## src/rtl/mem_unit_pkg.sv

```systemverilog
// Shared types for the memory execution unit: unit selector, operand bundle,
// mem_ctrl field layout and the access FSM states.
package mem_unit_pkg;

    typedef enum logic [1:0] {
        UNIT_SEL_NONE = 2'd0,
        UNIT_SEL_ALU  = 2'd1,
        UNIT_SEL_MEM  = 2'd2
    } unit_sel_t;

    typedef logic [31:0] word_t;
    typedef word_t [2:0] unit_in_t;

    localparam int MEM_CTRL_SIZE_LSB     = 0;
    localparam int MEM_CTRL_SIZE_MSB     = 1;
    localparam int MEM_CTRL_UNSIGNED_BIT = 2;
    localparam int MEM_CTRL_WRITE_BIT    = 3;

    localparam logic [1:0] MEM_CTRL_SIZE_BYTE = 2'd0;
    localparam logic [1:0] MEM_CTRL_SIZE_HALF = 2'd1;
    localparam logic [1:0] MEM_CTRL_SIZE_WORD = 2'd2;

    typedef enum logic [2:0] {IDLE, REQ0, RSP0, REQ1, RSP1, DONE} mem_state_t;

    // Size 3 is folded into word.
    function automatic logic [2:0] size_bytes(input logic [1:0] size);
        case (size)
            MEM_CTRL_SIZE_BYTE: size_bytes = 3'd1;
            MEM_CTRL_SIZE_HALF: size_bytes = 3'd2;
            default:            size_bytes = 3'd4;
        endcase
    endfunction

endpackage

```

## src/rtl/mem_lane_align.sv

```systemverilog
// Combinational lane steering: byte strobes and write data for both beats,
// and the shifted, extended load result from the two captured read words.
module mem_lane_align
    import mem_unit_pkg::*;
(
    input  logic [3:0] ctrl,
    input  logic [1:0] o,
    input  word_t      wdata,
    input  word_t      rdata0,
    input  word_t      rdata1,
    output logic [3:0] wstrb0,
    output logic [3:0] wstrb1,
    output word_t      wdata0,
    output word_t      wdata1,
    output word_t      load_data
);

    logic [1:0]  size;
    logic        is_unsigned;
    logic [3:0]  m;
    logic [7:0]  s;
    logic [63:0] d;
    logic [63:0] r;

    always_comb begin
        size        = ctrl[MEM_CTRL_SIZE_MSB:MEM_CTRL_SIZE_LSB];
        is_unsigned = ctrl[MEM_CTRL_UNSIGNED_BIT];
        case (size)
            MEM_CTRL_SIZE_BYTE: m = 4'h1;
            MEM_CTRL_SIZE_HALF: m = 4'h3;
            default:            m = 4'hF;
        endcase
        s = {4'b0, m} << o;
        d = {32'b0, wdata} << {o, 3'b000};
        r = {rdata1, rdata0} >> {o, 3'b000};

        wstrb0 = s[3:0];
        wstrb1 = s[7:4];
        wdata0 = d[31:0];
        wdata1 = d[63:32];

        case (size)
            MEM_CTRL_SIZE_BYTE: load_data = is_unsigned ? {24'b0, r[7:0]}  : {{24{r[7]}}, r[7:0]};
            MEM_CTRL_SIZE_HALF: load_data = is_unsigned ? {16'b0, r[15:0]} : {{16{r[15]}}, r[15:0]};
            default:            load_data = r[31:0];
        endcase
    end

endmodule

```

## src/rtl/mem_unit.sv

```systemverilog
// Memory execution unit: latches a request, runs one or two word-bus beats
// (two when the access straddles a word), returns load data or store completion.
module mem_unit
    import mem_unit_pkg::*;
#(
    parameter int unsigned TIMEOUT = 255
) (
    input  logic        clk,
    input  logic        rst,
    input  unit_sel_t   unit_sel,
    input  unit_in_t    unit_in,
    output word_t       unit_out,
    output logic        unit_ready,
    output logic        bus_req_valid,
    input  logic        bus_req_ready,
    output logic [29:0] bus_addr,
    output logic        bus_we,
    output logic [3:0]  bus_wstrb,
    output word_t       bus_wdata,
    input  logic        bus_rsp_valid,
    input  word_t       bus_rdata,
    output logic        timeout
);

    localparam int WDW = $clog2(TIMEOUT + 2);
    localparam logic [WDW-1:0] WD_LAST = WDW'(TIMEOUT - 1);

    mem_state_t     state, nxt;
    logic [3:0]     ctrl_q;
    word_t          addr_q, wdata_q, rdata0_q, rdata1_q;
    logic [WDW-1:0] wd_cnt;
    logic           to_q;

    logic           split, wd_expire, is_write, in_req;
    logic [3:0]     wstrb0, wstrb1;
    word_t          wdata0, wdata1, load_data;
    logic           unused_ctrl_hi;

    assign unused_ctrl_hi = ^unit_in[0][31:4];

    mem_lane_align u_align (
        .ctrl      (ctrl_q),
        .o         (addr_q[1:0]),
        .wdata     (wdata_q),
        .rdata0    (rdata0_q),
        .rdata1    (rdata1_q),
        .wstrb0    (wstrb0),
        .wstrb1    (wstrb1),
        .wdata0    (wdata0),
        .wdata1    (wdata1),
        .load_data (load_data)
    );

    assign split     = ({1'b0, addr_q[1:0]} + size_bytes(ctrl_q[1:0])) > 3'd4;
    assign is_write  = ctrl_q[MEM_CTRL_WRITE_BIT];
    // The watchdog fires on the cycle whose increment would reach TIMEOUT.
    assign wd_expire = (TIMEOUT != 0) && (wd_cnt == WD_LAST) && !bus_rsp_valid;

    always_ff @(posedge clk) begin
        if (rst) state <= IDLE;
        else     state <= nxt;
    end

    always_comb begin
        nxt = state;
        case (state)
            IDLE: if (unit_sel == UNIT_SEL_MEM) nxt = REQ0;
            REQ0: if (bus_req_ready) nxt = RSP0;
            RSP0: if (bus_rsp_valid) nxt = split ? REQ1 : DONE;
                  else if (wd_expire) nxt = DONE;
            REQ1: if (bus_req_ready) nxt = RSP1;
            RSP1: if (bus_rsp_valid || wd_expire) nxt = DONE;
            DONE: nxt = IDLE;
            default: nxt = IDLE;
        endcase

        in_req        = (state == REQ0) || (state == REQ1);
        bus_req_valid = in_req;
        bus_addr      = (state == REQ1) ? addr_q[31:2] + 30'd1 : addr_q[31:2];
        bus_we        = in_req && is_write;
        bus_wstrb     = 4'b0;
        bus_wdata     = '0;
        if (in_req && is_write) begin
            bus_wstrb = (state == REQ1) ? wstrb1 : wstrb0;
            bus_wdata = (state == REQ1) ? wdata1 : wdata0;
        end

        unit_ready = (state == DONE);
        timeout    = (state == DONE) && to_q;
        unit_out   = '0;
        if (state == DONE) begin
            if (to_q)          unit_out = 32'hDEAD_BEEF;
            else if (!is_write) unit_out = load_data;
        end
    end

    always_ff @(posedge clk) begin
        if (rst) begin
            ctrl_q   <= '0;
            addr_q   <= '0;
            wdata_q  <= '0;
            rdata0_q <= '0;
            rdata1_q <= '0;
            wd_cnt   <= '0;
            to_q     <= 1'b0;
        end else begin
            case (state)
                IDLE: if (unit_sel == UNIT_SEL_MEM) begin
                    ctrl_q   <= unit_in[0][3:0];
                    addr_q   <= unit_in[1];
                    wdata_q  <= unit_in[2];
                    rdata0_q <= '0;
                    rdata1_q <= '0;
                    to_q     <= 1'b0;
                end
                REQ0, REQ1: wd_cnt <= '0;
                RSP0: begin
                    if (bus_rsp_valid)  rdata0_q <= bus_rdata;
                    else if (wd_expire) to_q     <= 1'b1;
                    else                wd_cnt   <= wd_cnt + WDW'(1);
                end
                RSP1: begin
                    if (bus_rsp_valid)  rdata1_q <= bus_rdata;
                    else if (wd_expire) to_q     <= 1'b1;
                    else                wd_cnt   <= wd_cnt + WDW'(1);
                end
                default: ;
            endcase
        end
    end

endmodule
```

## config.mk

```make
export PLATFORM = sky130hd
export DESIGN_NAME = mem_unit
export DESIGN_NICKNAME = d
export VERILOG_FILES = /design/src/rtl/mem_unit_pkg.sv /design/src/rtl/mem_lane_align.sv /design/src/rtl/mem_unit.sv
export SDC_FILE = /design/constraint.sdc
export NUM_CORES = 1
export LEC_CHECK = 0
export ABC_AREA = 1
export CORE_MARGIN = 2
export CORE_UTILIZATION = 53
export DETAILED_ROUTE_END_ITERATION = 8
export PLACE_DENSITY = 0.94
export SKIP_LAST_GASP = 1
export SYNTH_ARGS = -nofsm -noshare
export SYNTH_HDL_FRONTEND = slang
export SYNTH_SLANG_ARGS = --single-unit
```

## constraint.sdc

```tcl
create_clock -name clk -period 3.5 [get_ports clk]
set_input_delay 0.525 -clock clk [delete_from_list [all_inputs] [get_ports clk]]
set_output_delay 0.525 -clock clk [all_outputs]
set_load 0.02 [all_outputs]
```

==> impl_metrics.csv, run 1 <==
group,metric,value,unit
sta,period_needed,3.37,ns
worst_setup_path,setup.worst_path.start_class,"register",
die,start_util,53.7,%
synthesis,synth_most_common_cell,"nand2_1",
drt,wirelength,28800,microns
pwr,leakage,4.17,nW
pwr,seqPwrFrac,32.4,%
synthesis,syn_area_per_cell,6.05,sq um
placement,dpl_cell_area,0.0105,sq mm
clock_network,path_clk_slew,0.06,ns
drt,drtPass1Iterations,6,
sta,min_period_over_period,96.2,%
clock_network,htree_levels,4,
finish,drive_gt1_share,5.57,%
pwr,p_clk_share,29.7,%
drt,detail-route-antenna-nets,0,
synthesis,ys_types,41,
finish,register_area,0.00275,sq mm
finish,final_cells,1778,
synthesis,syn_inst,1395,
drt,vias_per_cell,5.82,
sta,final-hold-violation-count,0,
sta,max_clock_freq,0.297,GHz
drt,vias,10400,
clock_network,clkLatencyLatePin,0.43,ns
synthesis,synth_top_area_share,32.5,%
synthesis,ys_top_cells_by_area,"dfxtp_1 32%, nand2_1 16%, nor2_1 9.7%",
clock_network,max-clock-path-buffers,2,
drt,routedWlPerCell,16.2,microns
global_routing,grt_pass1_vias,9174,
clock_network,cts_buffers,17,
die,die-area,0.0170,sq mm
worst_hold_path,hp-class,"reg -> reg",
finish,multi_input_area,0.00501,sq mm
synthesis,synthArstFlopShare,0,%
synthesis,synth_common_cells,"364 x nand2_1, 218 x nor2_1, 150 x o21ai_0",
die,io_pins,236,
pwr,vdd.ir_drop.worst,0.000406,V
pwr,p_sw,2.67,mW
clock_network,cts-root-buf,"clkbuf_16",
sta,worst_pin_slew,1.06,ns
synthesis,synthFlopType,"dfxtp_1",
sta,fin_skew,0.00464,ns
die,core_area,0.0157,sq mm
drt,first_iter_violations,1398,
synthesis,synth_nets,1535,
finish,layout.nets,1688,
synthesis,yosys_warnings,0,
synthesis,synth_edf_count,0,
placement,dp.cells,1743,
clock_network,clock_sinks,137,
pwr,comb_power_share,37.9,%
synthesis,synth-seq-area-share,32.5,%
worst_setup_path,worstPathRequired,2.97,ns
finish,synthToLayoutAreaGrowth,32.7,%
sta,rsz0062_at_grt,"no",
die,die_x,130,microns
global_routing,grt_pass1_wl,45100,microns
placement,gp_congestion,0.934,
worst_hold_path,holdPathStages,2,
status,run_status,"complete, no violations",
pwr,p_sw_share,40.4,%
run,maxCapViolations,0,
finish,fillers,1289,
global_routing,antenna_found_initial,1,
clock_network,cts_hold_buffers,0,
drt,route.detailed.drc,0,
sta,maxSlewViolCount,0,
worst_setup_path,critPathKind,"reg -> out",
die,rows,46,
die,chipHeight,130,microns
synthesis,ys_ff_latch,137,
worst_setup_path,arrival,2.84,ns
finish,finalInstanceArea,0.0112,sq mm
clock_network,cts_tree,"built",
synthesis,netlist_area,0.00844,sq mm
sta,slew_headroom,29.3,%
pwr,p_per_area,589,mW/mm^2
placement,dpl.hpwl,19400,microns
worst_setup_path,reg2reg_depth,9,
sta,fin_setup_tns,0,ns
worst_setup_path,cp-end-kind,"output pin",
finish,final_util,71.3,%
pwr,power.internal,3.93,mW
global_routing,track_usage,33.5,%
synthesis,yosys.area.top_type,"dfxtp_1",
worst_setup_path,cp_max_fo,9,
global_routing,grt_max_degree,90,
sta,hold-worst-slack,0.470,ns
sta,finalSetupViolations,0,
global_routing,grt-ovfl-total,0,
placement,placement.io_buffers,207,
through the flow:
step	power [mW]	worst slack, ns
2_1_floorplan	3.82	1.14
3_3_place_gp	4.50	0.483
3_5_place_dp	4.57	0.386
4_1_cts	6.54	0.0398
5_1_grt	6.97	0.00604
6_report	6.60	0.134
cells by family after synthesis:
family / synth area share (%)
xor gates and xnor gates: 1.76
adders and majority gates: 0.978
and+or+nand+nor: 35.7
buffers and inverters: 8.34
DFF: 32.5
AOI/OAI and AO/OA: 20.8
final timing paths:
check	start	end	slack, ns
max reg2reg	state[1]$_SDFFE_PP0P_	rdata1_q[10]$_SDFFE_PP0P_	0.93
max	state[2]$_SDFFE_PP0P_	unit_out[29]	0.13
min reg2reg	wdata_q[18]$_SDFFE_PP0P_	wdata_q[18]$_SDFFE_PP0P_	0.47
min	wdata_q[18]$_SDFFE_PP0P_	wdata_q[18]$_SDFFE_PP0P_	0.47
routing by layer:
| metal | track usage, % | routed length (microns) |
|---|---|---|
| met1 | 41.7 | 11000 |
| met2 | 55.3 | 13400 |
| met3 | 6.81 | 3080 |
| met4 | 16.5 | 1270 |
| met5 | 0 | 0 |
cells in the final DEF, fill, tap and decap left out, drive strengths merged, types with 2 or more instances in the layout:
| cell type | instances |
|---|---|
| ha | 5 |
| o22ai | 7 |
| nand3 | 113 |
| a211oi | 4 |
| nand3b | 4 |
| clkinv | 5 |
| a21boi | 3 |
| bufinv | 4 |
| inv | 82 |
| o21bai | 2 |
| clkdlybuf4s50 | 207 |
| clkinvlp | 3 |
| xnor2 | 13 |
| nand2 | 367 |
| o211ai | 21 |
| dfxtp | 137 |
| clkbuf | 17 |
| a21oi | 121 |
| xor2 | 4 |
| o21ai | 167 |
| nor2 | 223 |
| buf | 19 |
| nand4 | 6 |
| or2 | 3 |
| nor3 | 18 |
worst max-delay path: stages, from the launching register on:
cell and delay [ns]:
dfxtp_1 0.40, inv_2 0.11, nor3_4 0.41, nand2_2 0.30, nor2_2 0.23, nand2_1 0.16
nor2_1 0.17, clkdlybuf4s50_1 0.63
cell type report:
cell class,count,share of cell area (%)
Multi-Input combinational cell,1087,44.7
Inverter,79,2.70
Antenna cell,1,0.0223
Timing Repair Buffer,226,19.9
Tap cell,216,2.41
Clock buffer,17,3.80
Sequential cell,137,24.5
Clock inverter,15,1.93
registers in the layout, summed over array words and instances (netlist names):
register,cells
to_q,1
rdata0_q,32
ctrl_q,4
wd_cnt,9
state,3
rdata1_q,24
addr_q,32
wdata_q,32
power by group through the flow:
stage / Clock, mW / Sequential, mW / Combinational, mW
final: 1.96 / 2.14 / 2.50
after floorplan: 0 / 2.06 / 1.76
after CTS: 1.97 / 2.12 / 2.45
after global placement: 0 / 2.14 / 2.36
after global routing: 2.04 / 2.17 / 2.76
after detailed placement: 0 / 2.15 / 2.42
repair_timing:
item                       4_1_cts  5_1_grt
resized for setup                0        9
setup buffers                    2        0
setup endpoints to repair        3       20
pin swaps                        1        1
hold endpoints to repair         0        0
Note: power is estimated with default switching activity, not from simulation.
==> inputs of run 2 (changes only) <==
CORE_MARGIN = default   (was 2)
SKIP_LAST_GASP = default   (was 1)
==> impl_metrics.csv, run 2 (synthesized netlist as in run 1, its figures left out) <==
group,metric,value,unit
status,run_status,"complete, no violations",
finish,register_area,0.00275,sq mm
sta,setup_ws,0.154,ns
worst_hold_path,hp-class,"reg -> reg",
sta,period_needed,3.35,ns
placement,dpl_cell_area,0.0105,sq mm
drt,vias,10300,
worst_setup_path,crit_slowest_cell,"clkdlybuf4s50_1",
worst_setup_path,max_stage_delay,0.66,ns
placement,dpl.hpwl,19500,microns
sta,maxSlewViolCount,0,
pwr,p_sw_share,40.4,%
sta,slew_headroom,27.2,%
drt,routedWlPerCell,16.1,microns
clock_network,path_clk_slew,0.06,ns
worst_setup_path,crit_path_frequent_cell,"inv_2",
finish,final_util,72.7,%
drt,detail-route-antenna-nets,0,
clock_network,cts-root-buf,"clkbuf_16",
pwr,p_per_area,588,mW/mm^2
clock_network,clock_sinks,137,
finish,synthToLayoutAreaGrowth,32.3,%
sta,max_clock_freq,0.299,GHz
pwr,vdd.ir_drop.worst,0.000427,V
worst_setup_path,worstPathRequired,2.97,ns
worst_setup_path,cp-end-kind,"output pin",
finish,fillers,1250,
global_routing,grt_pass1_wl,45100,microns
drt,first_iter_violations,1334,
finish,drive_gt1_share,5.32,%
worst_setup_path,setup.worst_path.start_class,"register",
global_routing,grt_max_degree,85,
sta,fin_skew,0.00715,ns
die,rows,45,
global_routing,grt_pass1_vias,9141,
finish,layout_commonest_cell,"nand2_1",
sta,final-hold-violation-count,0,
sta,min_period_over_period,95.6,%
pwr,p_sw,2.65,mW
finish,layout.nets,1686,
global_routing,antenna_found_initial,2,
worst_setup_path,r2r_slack,1.12,ns
worst_setup_path,cp_max_fo,9,
sta,worst_pin_slew,1.09,ns
drt,wirelength,28500,microns
clock_network,htree_levels,4,
finish,finalInstanceArea,0.0112,sq mm
worst_setup_path,cp_cell_sequence,"inv_2 > nor3_4 > nand2_2 > nor2_2 > inv_2 > a211oi_2 > clkdlybuf4s50_1",
pwr,seqPwrFrac,32.6,%
die,die-area,0.0164,sq mm
pwr,leakage,4.17,nW
die,io_pins,236,
clock_network,clkLatencyLatePin,0.43,ns
clock_network,cts_hold_buffers,0,
placement,placement.io_buffers,207,
run,maxCapViolations,0,
placement,place_ws,0.512,ns
pwr,power.internal,3.92,mW
clock_network,cts_buffers,17,
clock_network,max-clock-path-buffers,2,
global_routing,grt-ovfl-total,0,
worst_setup_path,arrival,2.82,ns
pwr,finalPower,6.57,mW
finish,final_cell_mix,"362 x nand2_1, 218 x nor2_1, 207 x clkdlybuf4s50_1",
die,start_util,54.9,%
sta,rsz0062_at_grt,"no",
finish,multi_input_area,0.00501,sq mm
clock_network,cts_tree,"built",
pwr,comb_power_share,38.5,%
worst_setup_path,critPathKind,"reg -> out",
die,core_area,0.0154,sq mm
drt,route.detailed.drc,0,
die,die_x,128,microns
finish,reg_top3,"addr_q: 32 flops, rdata0_q: 32 flops, wdata_q: 32 flops",
global_routing,track_usage,34.8,%
sta,fin_setup_tns,0,ns
drt,drtPass1Iterations,8,
pwr,p_clk_share,28.9,%
drt,vias_per_cell,5.80,
die,chipHeight,128,microns
sta,finalSetupViolations,0,
placement,gp_congestion,0.916,
[run 2: area by class of cell]
class	instances	share of cell area (%)
Antenna cell	2	0.0448
Clock inverter	15	1.79
Tap cell	211	2.36
Clock buffer	17	3.81
Sequential cell	137	24.6
Timing Repair Buffer	224	19.9
Multi-Input combinational cell	1087	44.8
Inverter	79	2.65
[run 2: critical path: cells and delay by family (launching register included)]
kind                   cells  cell delay [ns]
buffers and inverters      3             0.85
flip-flops                 1             0.49
AND/OR/NAND/NOR            3             0.84
AO/OA/AOI/OAI              1             0.22
[run 2: power by group through the flow]
stage	clock [mW]	combinational (mW)	sequential [mW]
2_1_floorplan	0	1.76	2.06
3_3_place_gp	0	2.38	2.14
3_5_place_dp	0	2.45	2.16
4_1_cts	1.91	2.48	2.13
5_1_grt	1.99	2.79	2.18
6_report	1.90	2.53	2.15
[run 2: stage by stage]
stage          hold slack, ns  cells
3_3_place_gp            0.449   1738
5_1_grt                 0.491   1772
6_report                0.463   1772
3_5_place_dp            0.458   1738
2_1_floorplan           0.440   1395
4_1_cts                 0.467   1770
[run 2: repair_timing]
item                                    CTS  global route
gates resized for setup                   0             3
buffers inserted                          0             0
endpoints found under the setup margin    0            22
[run 2: path summary, 6_finish.rpt]
| path | depth (start not counted) | startpoint | endpoint |
|---|---|---|---|
| setup / recovery | 7 | state[0]$_SDFFE_PP0P_ | unit_out[4] |
| hold / removal | 2 | wdata_q[15]$_SDFFE_PP0P_ | wdata_q[15]$_SDFFE_PP0P_ |
| hold reg to reg | 2 | wdata_q[15]$_SDFFE_PP0P_ | wdata_q[15]$_SDFFE_PP0P_ |
| setup reg to reg | 11 | ctrl_q[1]$_SDFFE_PP0P_ | state[2]$_SDFFE_PP0P_ |
[run 2: layer usage]
metal | vias to the layer above | share of wire [%] | wire [microns] | track usage, %
met1 | 4666 | 39 | 11200 | 43.8
met5 | - | 0 | 0 | 0
met3 | 85 | 10 | 2980 | 7.35
li1 | 4894 | - | - | -
met2 | 624 | 48 | 13600 | 58.3
met4 | 0 | 2.8 | 807 | 13.1
==> edit 1, RTL diff (config.mk and constraints of run 1) <==
Make the reset (`rst`) asynchronous in 2 clocked blocks.
--- a/src/rtl/mem_unit.sv
+++ b/src/rtl/mem_unit.sv
@@ -57,5 +57,5 @@
     assign wd_expire = (TIMEOUT != 0) && (wd_cnt == WD_LAST) && !bus_rsp_valid;
 
-    always_ff @(posedge clk) begin
+    always_ff @(posedge clk or posedge rst) begin
         if (rst) state <= IDLE;
         else     state <= nxt;
@@ -95,5 +95,5 @@
     end
 
-    always_ff @(posedge clk) begin
+    always_ff @(posedge clk or posedge rst) begin
         if (rst) begin
             ctrl_q   <= '0;
Check against the original RTL: differs if rst is asserted again (counterexample within 4 cycles, from zero or initial values and one cycle with rst high); with rst held inactive, the same outputs for 4 cycles.
==> edit 1 against run 1 <==
Setup slack worse by 52 ps; design area is 3.2% higher; non-clock buffer count up 4; routed wire length fell by 4.5%; synthesized area grew 3.5%; worst hold slack improved by 59 ps; register-to-register slack improved by 290 ps; highest routed layer unchanged; final cell count decreased by 5.5%; sequential cell count stayed put.
Power is not compared: it rests on default switching activity, and its combinational part moved more than twofold at a synthesized area within 25%.
==> edit 1: results (changes against run 1) <==
| Metric | Value |
|---|---|
| Initial antenna violation count | 0 (-1) |
| Initial DRC Count | 1,119 (-20%) |
| Vias in the first global route | 8,767 (-4.4%) |
| Clk root buf | clkbuf_16 |
| Leakage | 5.30 nW |
| Syn nets | 1,417 (-7.7%) |
| Top flop regs | addr_q (32), rdata0_q (32), wdata_q (32) |
| Largest net degree at the start of global routing | 83 (-7.8%) |
| Largest fanout on the critical path | 45 (+36) |
| Slew margin rel. | 0.413 (+0.119) |
| Status | complete, no violations |
| Critical-path top delay cell | clkdlybuf4s50_1 |
| Fin nets | 1,592 (-5.7%) |
| Share of synthesized registers carrying an async set or reset | 1.00 (+1.00) |
| Worst Hold Class | reg2reg |
| VDD IR-drop max | 0.560 mV |
| H-tree levels | 4 (unchanged) |
| Total GRT Usage | 0.308 (-0.0267) |
| Max clock buf depth | 2 (unchanged) |
| DP Area | 11,000 µm² (+4.2%) |
| Routed vias | 9,589 (-7.4%) |
| Share of cells above drive strength 1 | 0.0703 (+0.0146) |
| Post-CTS Setup Bufs | 0 (-2) |
| Placer Congestion | 0.917 (-1.8%) |
| Synth warn | 0 (unchanged) |
| Unique cell type count in the Yosys netlist | 35 (-15%) |
| Clk slew on worst S/H paths | 60 ps (about the same) |
| Critical Path AT | 2890 ps (+50 ps) |
| Sequential area share after synthesis | 0.392 (+0.0674) |
| WL/cell | 16.3 µm (+1.0%) |
| Post-synth top cells | nand2_1, nor2_1, inv_1 |
| Worst Skew | 9.47 ps (+4.82 ps) |
| P&R area growth vs syn | 32.3% |
| Ranking of synthesized cells by area | dfrtp_1, nand2_1, o21ai_0 |
| Worst skew pair latency | 430 ps (about the same) |
| First-pass GRT wire length | 43.5 mm (-3.5%) |
| Ant diodes | 0 (-1) |
| CTS Buf Count | 17 (unchanged) |
| First-pass DRT Iterations | 6 (unchanged) |
| CP peak stage delay | 670 ps (+40 ps) |
| Port-buffer cells | 207 (unchanged) |
| Post-detail-place hpwl | 19.4 mm (-0.23%) |
==> edit 1: through the flow <==
stage	cells	worst slack, ps	setup TNS, ps
2_1_floorplan	1277	1140	0
3_3_place_gp	1649	510	0
3_5_place_dp	1649	500	0
4_1_cts	1681	31.4	0
5_1_grt	1681	-7.64	-7.64
6_report	1681	82.0	0
==> edit 1: what timing repair did <==
| action | in CTS | in global routing |
|---|---|---|
| setup endpoints to repair | 0 | 32 |
| hold buffers | 0 | 0 |
| gates resized for setup | 0 | 7 |
==> edit 1: worst paths after layout <==
check | start | end | slack [ps] | cells past startpoint
min | rdata0_q[6] | rdata0_q[6] | 530 | 2
max reg2reg | ctrl_q[0] | state[1] | 1220 | 10
max | addr_q[0] | bus_wdata[17] | 80 | 6
max in group asynchronous | rst | rdata0_q[5] | 2520 | 3
min in group asynchronous | rst | addr_q[12] | 560 | 3
min reg2reg | rdata0_q[6] | rdata0_q[6] | 530 | 2
==> edit 1: area by class of cell <==
class	instances	area, µm²
clock inverter	9	90.1
multi-input combinational	924	4470
inverter	142	537
tap	216	270
sequential	137	3430
clock buffer	23	488
timing repair buffer	230	2280
fill	1207	4440
==> edit 1: power breakdown <==
group          internal, mW  switching (mW)  leakage [nW]  total, mW
clock                  1.06           0.713         0.280       1.77
sequential             2.25           0.552          1.70       2.80
combinational          1.89            3.22          3.32       5.11
total                  5.19            4.49          5.30       9.67
==> edit 1: logic make-up after synthesis <==
kind of cell,Yosys count,share of synthesized area
fa+ha+maj,6,0.00945
simple gates,619,0.297
xor+xnor,18,0.0180
mux,21,0.0271
compound gates,260,0.158
flops,137,0.392
buf+inv,216,0.0987
==> edit 1: routing by layer <==
metal  track usage  part of all wire  up-vias  wire (µm)
met5             0                 0        -          0
met4         0.148             0.043        0       1170
met3        0.0557              0.10      107       2760
met2         0.496              0.47      587      12800
met1         0.403              0.39     4399      10800
li1              -                 -     4496          -
==> edit 1: critical path: cells and delay by family (launching register included) <==
| family | cells | cell delay [ps] |
|---|---|---|
| compound gates | 1 | 320 |
| simple gates | 3 | 580 |
| flops | 1 | 580 |
| buf+inv | 2 | 980 |
==> edit 2, RTL diff (settings of run 1) <==
Made on the original files. Set the parameter `TIMEOUT` to 510 (it was 255).
--- a/src/rtl/mem_unit.sv
+++ b/src/rtl/mem_unit.sv
@@ -4,5 +4,5 @@
     import mem_unit_pkg::*;
 #(
-    parameter int unsigned TIMEOUT = 255
+    parameter int unsigned TIMEOUT = 510
 ) (
     input  logic        clk,
Behaviour: no difference found for any inputs over 4 cycles, from zero or initial values and one cycle with rst high; that may be too few to reach the edited logic, so the function may still have changed.
==> edit 2 against run 1 <==
Design area is 0.64% higher; count of clock-buffer cells in the layout increased by 1; power fell by 0.38%; sequential share of layout area shrank 0.14 points; setup slack improved by 3.8 ps; clock power down 10%; synthesized area up 2.0%; routed wire length up 2.4%; synthesized cell count is 0.36% higher; non-clock buffer count is 4 higher; worst hold slack got worse by 1.9 ps; die area increased by 2.0%; sequential cell count unchanged; critical path type unchanged.
==> edit 2: results (changes against run 1) <==
| Metric | Value |
|---|---|
| Status | complete, no violations |
| Pre-CTS worst setup slack | 505 ps (+119 ps) |
| Crit path max-delay family | simple AND/OR/NAND/NOR gates |
| Initial DRC Count | 1,233 (-12%) |
| Slew margin rel. | 0.411 (+0.118) |
| Post-synth top cells | nand2_1, nor2_1, o21ai_0 |
| Filler instances | 1,310 (+1.6%) |
| Placer Congestion | 0.963 (+3.1%) |
| Worst Skew | 11.0 ps (+6.33 ps) |
| Routed vias | 10.4k (+0.56%) |
| Ranking of synthesized cells by area | dfxtp_1, nand2_1, o21ai_0 |
| Post-detail-place hpwl | 20.5 mm (+5.6%) |
| First-pass GRT wire length | 46.8 mm (+3.7%) |
| Unique cell type count in the Yosys netlist | 44 (+7.3%) |
| Post-CTS Setup Bufs | 0 (-2) |
| VDD IR-drop max | 0.398 mV (-2.1%) |
| Share of cells above drive strength 1 | 0.0649 (+0.00915) |
| DR vias/cell | 5.82 (about the same) |
| Vias in the first global route | 9,465 (+3.2%) |
| CTS Buf Count | 17 (unchanged) |
| Syn nets | 1,540 (+0.33%) |
| Post-Route WL | 29.4 mm (+2.4%) |
| Fin nets | 1,699 (+0.65%) |
| Placed Cells | 1,756 (+0.75%) |
| Slew Limit Fails | 0 (unchanged) |
| Leakage | 4.20 nW (+0.66%) |
| Total GRT Usage | 0.330 (-0.00491) |
| Largest net degree at the start of global routing | 60 (-33%) |
| Sequential area share after synthesis | 0.318 (-0.00642) |
| Largest fanout on the critical path | 27 (+18) |
-- edit 2: worst min-delay path, stage by stage (launching register included) --
cell	delay [ps]
dfxtp_1	310
nand2_1	60
a21oi_1	50
-- edit 2: cell families after synthesis --
group | synth area share
buf+inv | 0.0882
compound gates | 0.194
flops | 0.318
simple gates | 0.371
xor+xnor | 0.0173
fa+ha+maj | 0.00959
mux | 0.00116
-- edit 2: area by class of cell --
type | count | area [µm²] | area share
clock buffers | 18 | 439 | 0.0390
flip-flops and latches | 137 | 2750 | 0.244
diodes | 1 | 2.50 | 0.000222
inverters | 81 | 309 | 0.0274
multi-input cells | 1092 | 5110 | 0.453
well taps | 216 | 270 | 0.0240
repair buffers | 230 | 2260 | 0.201
clock inverters | 14 | 136 | 0.0121
-- edit 2: stage by stage --
stage,cell area [µm²],total power [mW],hold slack (ps),util
after floorplan,8610,3.98,440,-
after global placement,10700,4.67,454,0.673
after detailed placement,10700,4.75,456,0.673
after CTS,11300,6.50,466,0.709
after global routing,11300,6.91,493,0.710
final,11300,6.57,468,0.710
-- edit 2: path summary, 6_finish.rpt --
path,startpoint,cells after the start,endpoint,slack (ps)
worst min register to register,rdata0_q[19],2,rdata0_q[19],470
worst max-delay path,addr_q[0],8,unit_out[24],140
worst min-delay path,rdata0_q[19],2,rdata0_q[19],470
worst max register to register,state[1],8,rdata0_q[25],1200
-- edit 2: per-layer routing --
metal | wire [µm] | vias up | GRT usage
li1 | - | 4899 | -
met1 | 11500 | 4721 | 0.424
met2 | 13600 | 699 | 0.541
met3 | 3190 | 93 | 0.0556
met4 | 1160 | 0 | 0.152
met5 | 0 | - | 0
-- edit 2: where the power goes --
group / internal (mW) / switching [mW] / leakage, nW
Combinational: 0.916 / 1.74 / 2.80
Clock: 1.01 / 0.751 / 0.275
Sequential: 1.87 / 0.289 / 1.12
Total: 3.79 / 2.78 / 4.20
-- edit 2: timing repair --
| action | in CTS | in global routing |
|---|---|---|
| resized for setup | 0 | 2 |
| setup endpoints to repair | 0 | 29 |
| hold endpoints to repair | 0 | 0 |
